**config.mk**
```make
export PLATFORM = sky130hd
export DESIGN_NAME = psa_reduce_ctrl
export DESIGN_NICKNAME = d
export VERILOG_FILES = /design/src/rtl/psa_reduce_ctrl.sv
export SDC_FILE = /design/constraint.sdc
export NUM_CORES = 1
export LEC_CHECK = 0
export CORE_MARGIN = 2
export CORE_UTILIZATION = 45
export DETAILED_ROUTE_END_ITERATION = 10
export HOLD_SLACK_MARGIN = 0.15
export PLACE_DENSITY = 0.72
export REMOVE_ABC_BUFFERS = 1
export SLEW_MARGIN = 10
export SYNTH_ARGS = -nofsm -noshare
export SYNTH_HDL_FRONTEND = slang
export SYNTH_SLANG_ARGS = --single-unit
```
**constraint.sdc**
```tcl
create_clock -name clk -period 2.79 [get_ports clk]
set_input_delay 0.279 -clock clk [delete_from_list [all_inputs] [get_ports clk]]
set_output_delay 0.279 -clock clk [all_outputs]
set_load 0.02 [all_outputs]
```
**src/rtl/psa_reduce_ctrl.sv**
```systemverilog
// Reduction sequencer for a shared nibble-saturating adder: accumulates a stream
// of packed signed-nibble operands into one result with sticky per-lane saturation.
module psa_reduce_ctrl #(
    parameter int unsigned CNT_W = 8
) (
    input  logic             clk,
    input  logic             rst_n,
    input  logic             start,
    input  logic [CNT_W-1:0] count,
    input  logic [15:0]      init,
    input  logic             abort,
    input  logic             op_valid,
    input  logic [15:0]      op_data,
    output logic             op_ready,
    output logic             busy,
    output logic             done,
    output logic [15:0]      result,
    output logic [3:0]       sat_flags
);

    localparam int unsigned DATA_W = 16;
    localparam int unsigned LANES  = 4;

    typedef enum logic [1:0] {
        S_IDLE  = 2'd0,
        S_ACCUM = 2'd1,
        S_DONE  = 2'd2
    } state_t;

    state_t             r_state;
    state_t             w_state_nxt;
    logic [DATA_W-1:0]  r_acc;
    logic [DATA_W-1:0]  w_acc_nxt;
    logic [CNT_W-1:0]   r_rem;
    logic [CNT_W-1:0]   w_rem_nxt;
    logic [LANES-1:0]   r_sat;
    logic [LANES-1:0]   w_sat_nxt;
    logic               r_op_ready;
    logic               r_busy;
    logic               r_done;
    logic [DATA_W-1:0]  r_result;
    logic [LANES-1:0]   r_sat_flags;
    logic [DATA_W-1:0]  w_psa_sum;
    logic [LANES-1:0]   w_psa_ovfl;
    logic               w_load_result;

    // Per-lane signed add with clamp to [-8, 7]; lanes are fully independent.
    always_comb begin
        logic [4:0] w_s;
        w_psa_sum  = '0;
        w_psa_ovfl = '0;
        w_s        = '0;
        for (int i = 0; i < int'(LANES); i++) begin
            w_s = {r_acc[4*i+3], r_acc[4*i +: 4]} + {op_data[4*i+3], op_data[4*i +: 4]};
            if (w_s[4:3] == 2'b01) begin
                w_psa_sum[4*i +: 4] = 4'h7;
                w_psa_ovfl[i]       = 1'b1;
            end else if (w_s[4:3] == 2'b10) begin
                w_psa_sum[4*i +: 4] = 4'h8;
                w_psa_ovfl[i]       = 1'b1;
            end else begin
                w_psa_sum[4*i +: 4] = w_s[3:0];
            end
        end
    end

    always_comb begin
        w_state_nxt = r_state;
        w_acc_nxt   = r_acc;
        w_rem_nxt   = r_rem;
        w_sat_nxt   = r_sat;
        unique case (r_state)
            S_IDLE: begin
                if (start) begin
                    w_acc_nxt   = init;
                    w_rem_nxt   = count;
                    w_sat_nxt   = '0;
                    w_state_nxt = (count == CNT_W'(0)) ? S_DONE : S_ACCUM;
                end
            end
            S_ACCUM: begin
                // Abort wins over a same-cycle handshake; the operand is left unconsumed.
                if (abort) begin
                    w_state_nxt = S_IDLE;
                end else if (op_valid && r_op_ready) begin
                    w_acc_nxt = w_psa_sum;
                    w_sat_nxt = r_sat | w_psa_ovfl;
                    w_rem_nxt = r_rem - CNT_W'(1);
                    if (r_rem == CNT_W'(1)) begin
                        w_state_nxt = S_DONE;
                    end
                end
            end
            S_DONE: begin
                w_state_nxt = S_IDLE;
            end
            default: begin
                w_state_nxt = S_IDLE;
            end
        endcase
    end

    assign w_load_result = (w_state_nxt == S_DONE) && (r_state != S_DONE);

    always_ff @(posedge clk) begin
        if (!rst_n) begin
            r_state     <= S_IDLE;
            r_acc       <= '0;
            r_rem       <= '0;
            r_sat       <= '0;
            r_op_ready  <= 1'b0;
            r_busy      <= 1'b0;
            r_done      <= 1'b0;
            r_result    <= '0;
            r_sat_flags <= '0;
        end else begin
            r_state    <= w_state_nxt;
            r_acc      <= w_acc_nxt;
            r_rem      <= w_rem_nxt;
            r_sat      <= w_sat_nxt;
            r_op_ready <= (w_state_nxt == S_ACCUM);
            r_busy     <= (w_state_nxt != S_IDLE);
            r_done     <= (w_state_nxt == S_DONE);
            if (w_load_result) begin
                r_result    <= w_acc_nxt;
                r_sat_flags <= w_sat_nxt;
            end
        end
    end

    assign op_ready  = r_op_ready;
    assign busy      = r_busy;
    assign done      = r_done;
    assign result    = r_result;
    assign sat_flags = r_sat_flags;

endmodule

```
Yosys cells after proc, flatten, opt, wreduce, memory -nomap -nowiden

Index checks and enable logic that the tools add are counted.
Widths: inputs -> output; s select.

Add/subtract/negate cells: 5
Equality and inequality tests: 16
Multiplexer cells: 34
Bitwise operators: 1
Reductions and logical operators: 7

Operators by type and width:

| operator            | number |
|---|---|
| $mux 16             | 3 |
| $mux 4              | 11 |
| $pmux 16 s2         | 1 |
| $mux 8              | 3 |
| $add 4x4->5         | 4 |
| $pmux 8 s2          | 1 |
| $eq 2x1->1 const B  | 6 |
| $eq 2x2->1 const B  | 5 |
| $mux 2              | 5 |
| $eq 8x1->1 const B  | 1 |
| $logic_not 8->1     | 1 |
| $mux 1              | 8 |
| $ne 2x2->1 const B  | 4 |
| $pmux 4 s2          | 1 |
| $sub 8x1->8 const B | 1 |
| $or 4x4->4          | 1 |
| $pmux 2 s2          | 1 |
| $reduce_and 4->1    | 1 |
| $reduce_bool 2->1   | 2 |
| $logic_and 1x1->1   | 2 |
| $logic_not 2->1     | 1 |

Register bits after elaboration: 53
Input bits: 45
Output and inout bits: 23
Word-level logic and storage cells: 72

Logic depth before layout (Yosys ltp)

Depth in word-level cells: 8
Gate-level depth with buffers: 13
Mapped depth without buffers: 13

Worst setup path after synthesis

No wires, ideal clock.

Kind: flip-flop to flip-flop
Start point: reg r_acc[12]
End point: reg r_result[14], in the netlist result[14]
Library setup time: 124 ps
Data arrival time: 2007 ps
Required time: 2666 ps
Slack: 659 ps
Stages on the path, launching flop included: 11
Buffers on the path: 0
Period minus slack after synthesis: 2131 ps
Path through: dfxtp_1 > ha_1 > fa_1 > a211oi_1 > mux2i_1 > inv_1 > ha_1 > inv_1 > a221oi_1 > o32a_1 > a21oi_1

Longest elaborated chain between the ends: 7
Elaborated cells on any way between the ends: 8
Classes of those cells: 1 x add/sub; 2 x eq/ne; 5 x mux

Ends and longest elaborated chain:

| item                   | line | RTL |
|---|---|---|
| from (decl)            | 32   | `logic [DATA_W-1:0] r_acc;` |
| from (signal assigned) | 118  | `r_acc <= w_acc_nxt;` |
| $add 4x4->5 *          | 54   | `w_s = {r_acc[4*i+3], r_acc[4*i +: 4]} + {op_data[4*i+3], op_data[4*i +: 4]};` |
| $eq 2x2->1             | 58   | `end else if (w_s[4:3] == 2'b10) begin` |
| $mux 4                 | 58   |  |
| $mux 4 *               | 55   | `if (w_s[4:3] == 2'b01) begin` |
| $mux 16 *              | 85   | `end else if (op_valid && r_op_ready) begin` |
| $mux 16 *              | 83   | `if (abort) begin` |
| $pmux 16 s2 *          | 72   | `unique case (r_state)` |
| to (signal assigned)   | 125  | `r_result <= w_acc_nxt;` |
| to (decl)              | 41   | `logic [DATA_W-1:0] r_result;` |

Mark *: on every way between the ends. The rest lies on a longest branch, timed or not.
A chain may end at the register's enable or synchronous reset.

Worst setup path in the final report

Start point: in op_data[8]
End point: reg r_result[8], in the netlist result[8]

Longest elaborated chain between the ends: 7
Elaborated cells on any way between the ends: 8
Classes of those cells: 1 x add/sub; 2 x eq/ne; 5 x mux

Ends and longest elaborated chain:

| item          | line | RTL |
|---|---|---|
| from (decl)   | 13   | `input logic [15:0] op_data,` |
| $add 4x4->5 * | 54   |  |
| $eq 2x2->1    | 58   |  |
| $mux 4        | 58   |  |
| $mux 4 *      | 55   |  |
| $mux 16 *     | 85   |  |
| $mux 16 *     | 83   |  |
| $pmux 16 s2 * | 72   |  |

Marked as above.

==> impl_results.md <==
* Outcome: finished, final reports clean
* Final setup viols at 0
* Reg2reg end: result[3]
* Routed WL at roughly 8400 um
* Routed vias/inst at 5.59
* DRC violation count after routing at 0
* Mapped Cells at 370
* Vias in the first global route at 2822
* Largest family of logic cells by synthesized area: compound AO/OA/AOI/OAI gates
* Worst-margin pin slew at 803 ps
* FF-to-FF path depth at 8
* Final setup margin at 327 ps
* Setup Total Neg Slack at 0 ps
* Post-synth ARST share at 0
* Gr busiest metal: met2
* Post-synth top area cell: dfxtp_1
* Nets at 512
* CTS max path bufs at 2
* FF-to-FF Start: r_acc[0]
* Largest net degree at the start of global routing at 33
* Syn_area_per_cell at 8.83 um2
* Crit Path Category: in -> reg
* Synth-to-Final Area Change at 25.9%
* Core Footprint at around 7000 um2
* CTS clk-pin slew, worst paths at 100 ps
* Relative slew slack at 0.465
* RSZ-0062 raised after global routing: no
* Grt ovf at 0
* Met3 Track Usage GR at 0.0397
* Total power per unit cell area at 423 nW/um2
* CP endpoint kind: register
* Maxcap violations at 0
* Critical Path AT at approximately 2700 ps
* Top Ports at 68
* Max stage delay cell, worst path: clkdlybuf4s50_1
* Unique cell type count in the Yosys netlist at 53
* Chip height at 89.2 um
* Register bit total from synthesis at 53
* Fin crit period at 2460 ps
* CTS tree: done
* Share of cells above drive strength 1 at 0.0806
* Register-to-register setup slack at 390 ps
* CTS Buf Count at 5
* DR iter-0 viols at between 100 and 150
* WL/cell at about 16 um
* Initial antenna violation count at 0
* Storage cell area at 1060 um2
* Clk_skew at 10.2 ps
* Post-synth top flop: dfxtp_1
* Critical Path Start: op_data[8]
* Adder-Cell Fraction of Synth Area at 0.139
* H-tree depth at 2
* Post-DP HPWL at 6050 um
* Number of synthesized flops with an enable pin at 0
* Post-Synth Simple-Gate Area at 0.192
* Fin. max-slew vios at 0
* Antenna Violating Nets Remaining at 0
* Met1 usage in global routing at 0.303
* Ant diodes at 0
* GP Congestion at ~0.84
* Most used cell, CP: inv_1
* Die width at 89.2 um
* Worst VDD drop at 0.204 mV
* Min-Delay Path Depth at 2
* Setup bufs post-CTS at 0
* Post-Synth XOR/XNOR Area at 0.0215
* Mapped Area at 3270 um2
* Fill cells at 690
* DR pass1 iterations at 5
* Footprint of the multi-input gates at 1960 um2
* Ys Warns at 0
* Leakage power at 1.70 nW
* Sequential area share after synthesis at 0.325
* Hold Path Class: reg -> reg
* # hold bufs at CTS at 0
* Top-area cell type share of the netlist area at 0.325
* Die Area at approximately 8000 um2
* Pre-CTS WS at between 15 and 20 ps
* CTS Root Buffer Type: clkbuf_8
* Worst path max stage delay at 480 ps
* Met2 usage at 0.351
* Worst setup endpoint: result[8]
* PostCTS Resize Cnt at 0
* CP cell instances: clkdlybuf4s50_1 > ha_1 > inv_1 > fa_1 > inv_1 > a21oi_1 > nand3_1 > o21a_1 > inv_1 > ha_1 > nor2b_1 > o21ai_0 > a21o_1 > a311oi_1
* Critical-path maximum fanout at 3
* Fmax at 0.406 GHz
* # rows at 31
* GRT Total Usage at 0.219
* CP Launch Type: primary input
* Final worst-path cycle share at 0.883
* Complex-gate fraction of the synthesized area at 0.237
* First-pass GRT wire length at around 14000 um
* Worst-skew pair later-pin latency at 310 ps
* Hold violation count in the final report at 0
* Post-synthesis mux area share at 0.00958
* Worst EP required at 3020 ps
* Via count at 2981
* Initial Util at 0.458
* Top cells by area, synth: dfxtp_1 32%, ha_1 11%, a21oi_1 5.2%, inv_1 3.8%, a21o_1 3.0%
* CTS sink cnt at 53
* Fin util at 0.576
* IO buf count at 67
[through the flow]
stage / instance area, um2 / power (mW) / cells / hold slack, ps
after floorplan: 3140 / 1.11 / 349 / 397
after global placement: 4010 / 1.27 / 525 / 478
after detailed placement: 4010 / 1.28 / 525 / 486
after CTS: 4110 / 1.75 / 533 / 502
after global routing: 4110 / 1.84 / 533 / 534
final: 4110 / 1.74 / 533 / 502
[layout make-up]
type / instances / share of cell area
clock inverters: 2 / 0.00426
repair buffers: 77 / 0.181
clock buffers: 6 / 0.0201
inverters: 33 / 0.0301
multi-input cells: 263 / 0.476
flip-flops and latches: 53 / 0.258
well taps: 99 / 0.0301
[synthesized netlist by cell type (2+ instances only)]
library cell,n
dfxtp_1,53
xor2_1,2
inv_1,33
nand4b_1,3
a211oi_2,2
nor2_1,21
nand3_1,3
o31ai_1,4
nor4_1,7
o32a_1,4
a221oi_1,5
fa_1,4
xnor2_1,6
o22ai_1,2
clkbuf_1,8
nand2b_1,6
and4b_4,2
a22oi_1,3
nor2b_1,9
and2_1,8
or3_1,3
ha_1,30
mux2i_1,2
a211oi_1,6
buf_1,2
o21a_1,3
nor3_1,14
buf_2,2
o32ai_1,4
a311oi_1,5
nand4_1,2
nor3_2,5
buf_4,6
o21bai_1,2
nand2_1,18
o211a_1,3
a21o_1,13
a221oi_2,3
a21oi_1,34
and3_1,2
o21ai_0,14
[worst min path at each step]
stage	startpoint	end
after floorplan	rst_n	r_acc[4]
after global placement	r_rem[6]	r_rem[6]
after detailed placement	r_acc[12]	r_acc[12]
after CTS	r_acc[12]	r_acc[12]
after global routing	r_acc[8]	r_acc[8]
final	r_acc[0]	r_acc[0]
[cell families after synthesis]
group,after synthesis
AOI/OAI and AO/OA,110
xor gates and xnor gates,8
adders and majority gates,34
buffers and inverters,54
DFF,53
muxes,3
and+or+nand+nor,108
[placed cells by master (no fill, tap or decap), types with 7 or more instances in the layout]
cell type	count
nor2b_1	9
ha_1	30
inv_1	33
nand2_1	18
buf_4	10
and2_1	8
dfxtp_1	53
a21o_1	13
o21ai_0	14
nor3_1	14
clkdlybuf4s50_1	67
nor4_1	7
nor2_1	21
a21oi_1	34
[power by group]
part | leakage, nW | switching (mW) | internal, mW | total, mW
clock | 0.0518 | 0.266 | 0.207 | 0.472
sequential | 0.432 | 0.0270 | 0.787 | 0.814
combinational | 1.22 | 0.233 | 0.219 | 0.452
[per-layer routing]
layer,part of all wire,wire [um],up-vias
met5,0,0,-
met4,0.013,106,0
met3,0.050,419,11
met2,0.47,3990,93
met1,0.46,3910,1412
li1,-,-,1465
[sequential cells by signal (all words and copies together), names as in the netlist]
signal,count
busy,1
done,1
op_ready,1
r_acc,16
r_rem,8
r_sat,4
r_state,2
result,16
sat_flags,4
[critical path, delay by kind of cell]
kind,cells,cell delay (ps)
adders and majority gates,3,780
AOI/OAI and AO/OA,5,760
and+or+nand+nor,2,200
buffers and inverters,4,670
Power figures use the tool's default switching activity.
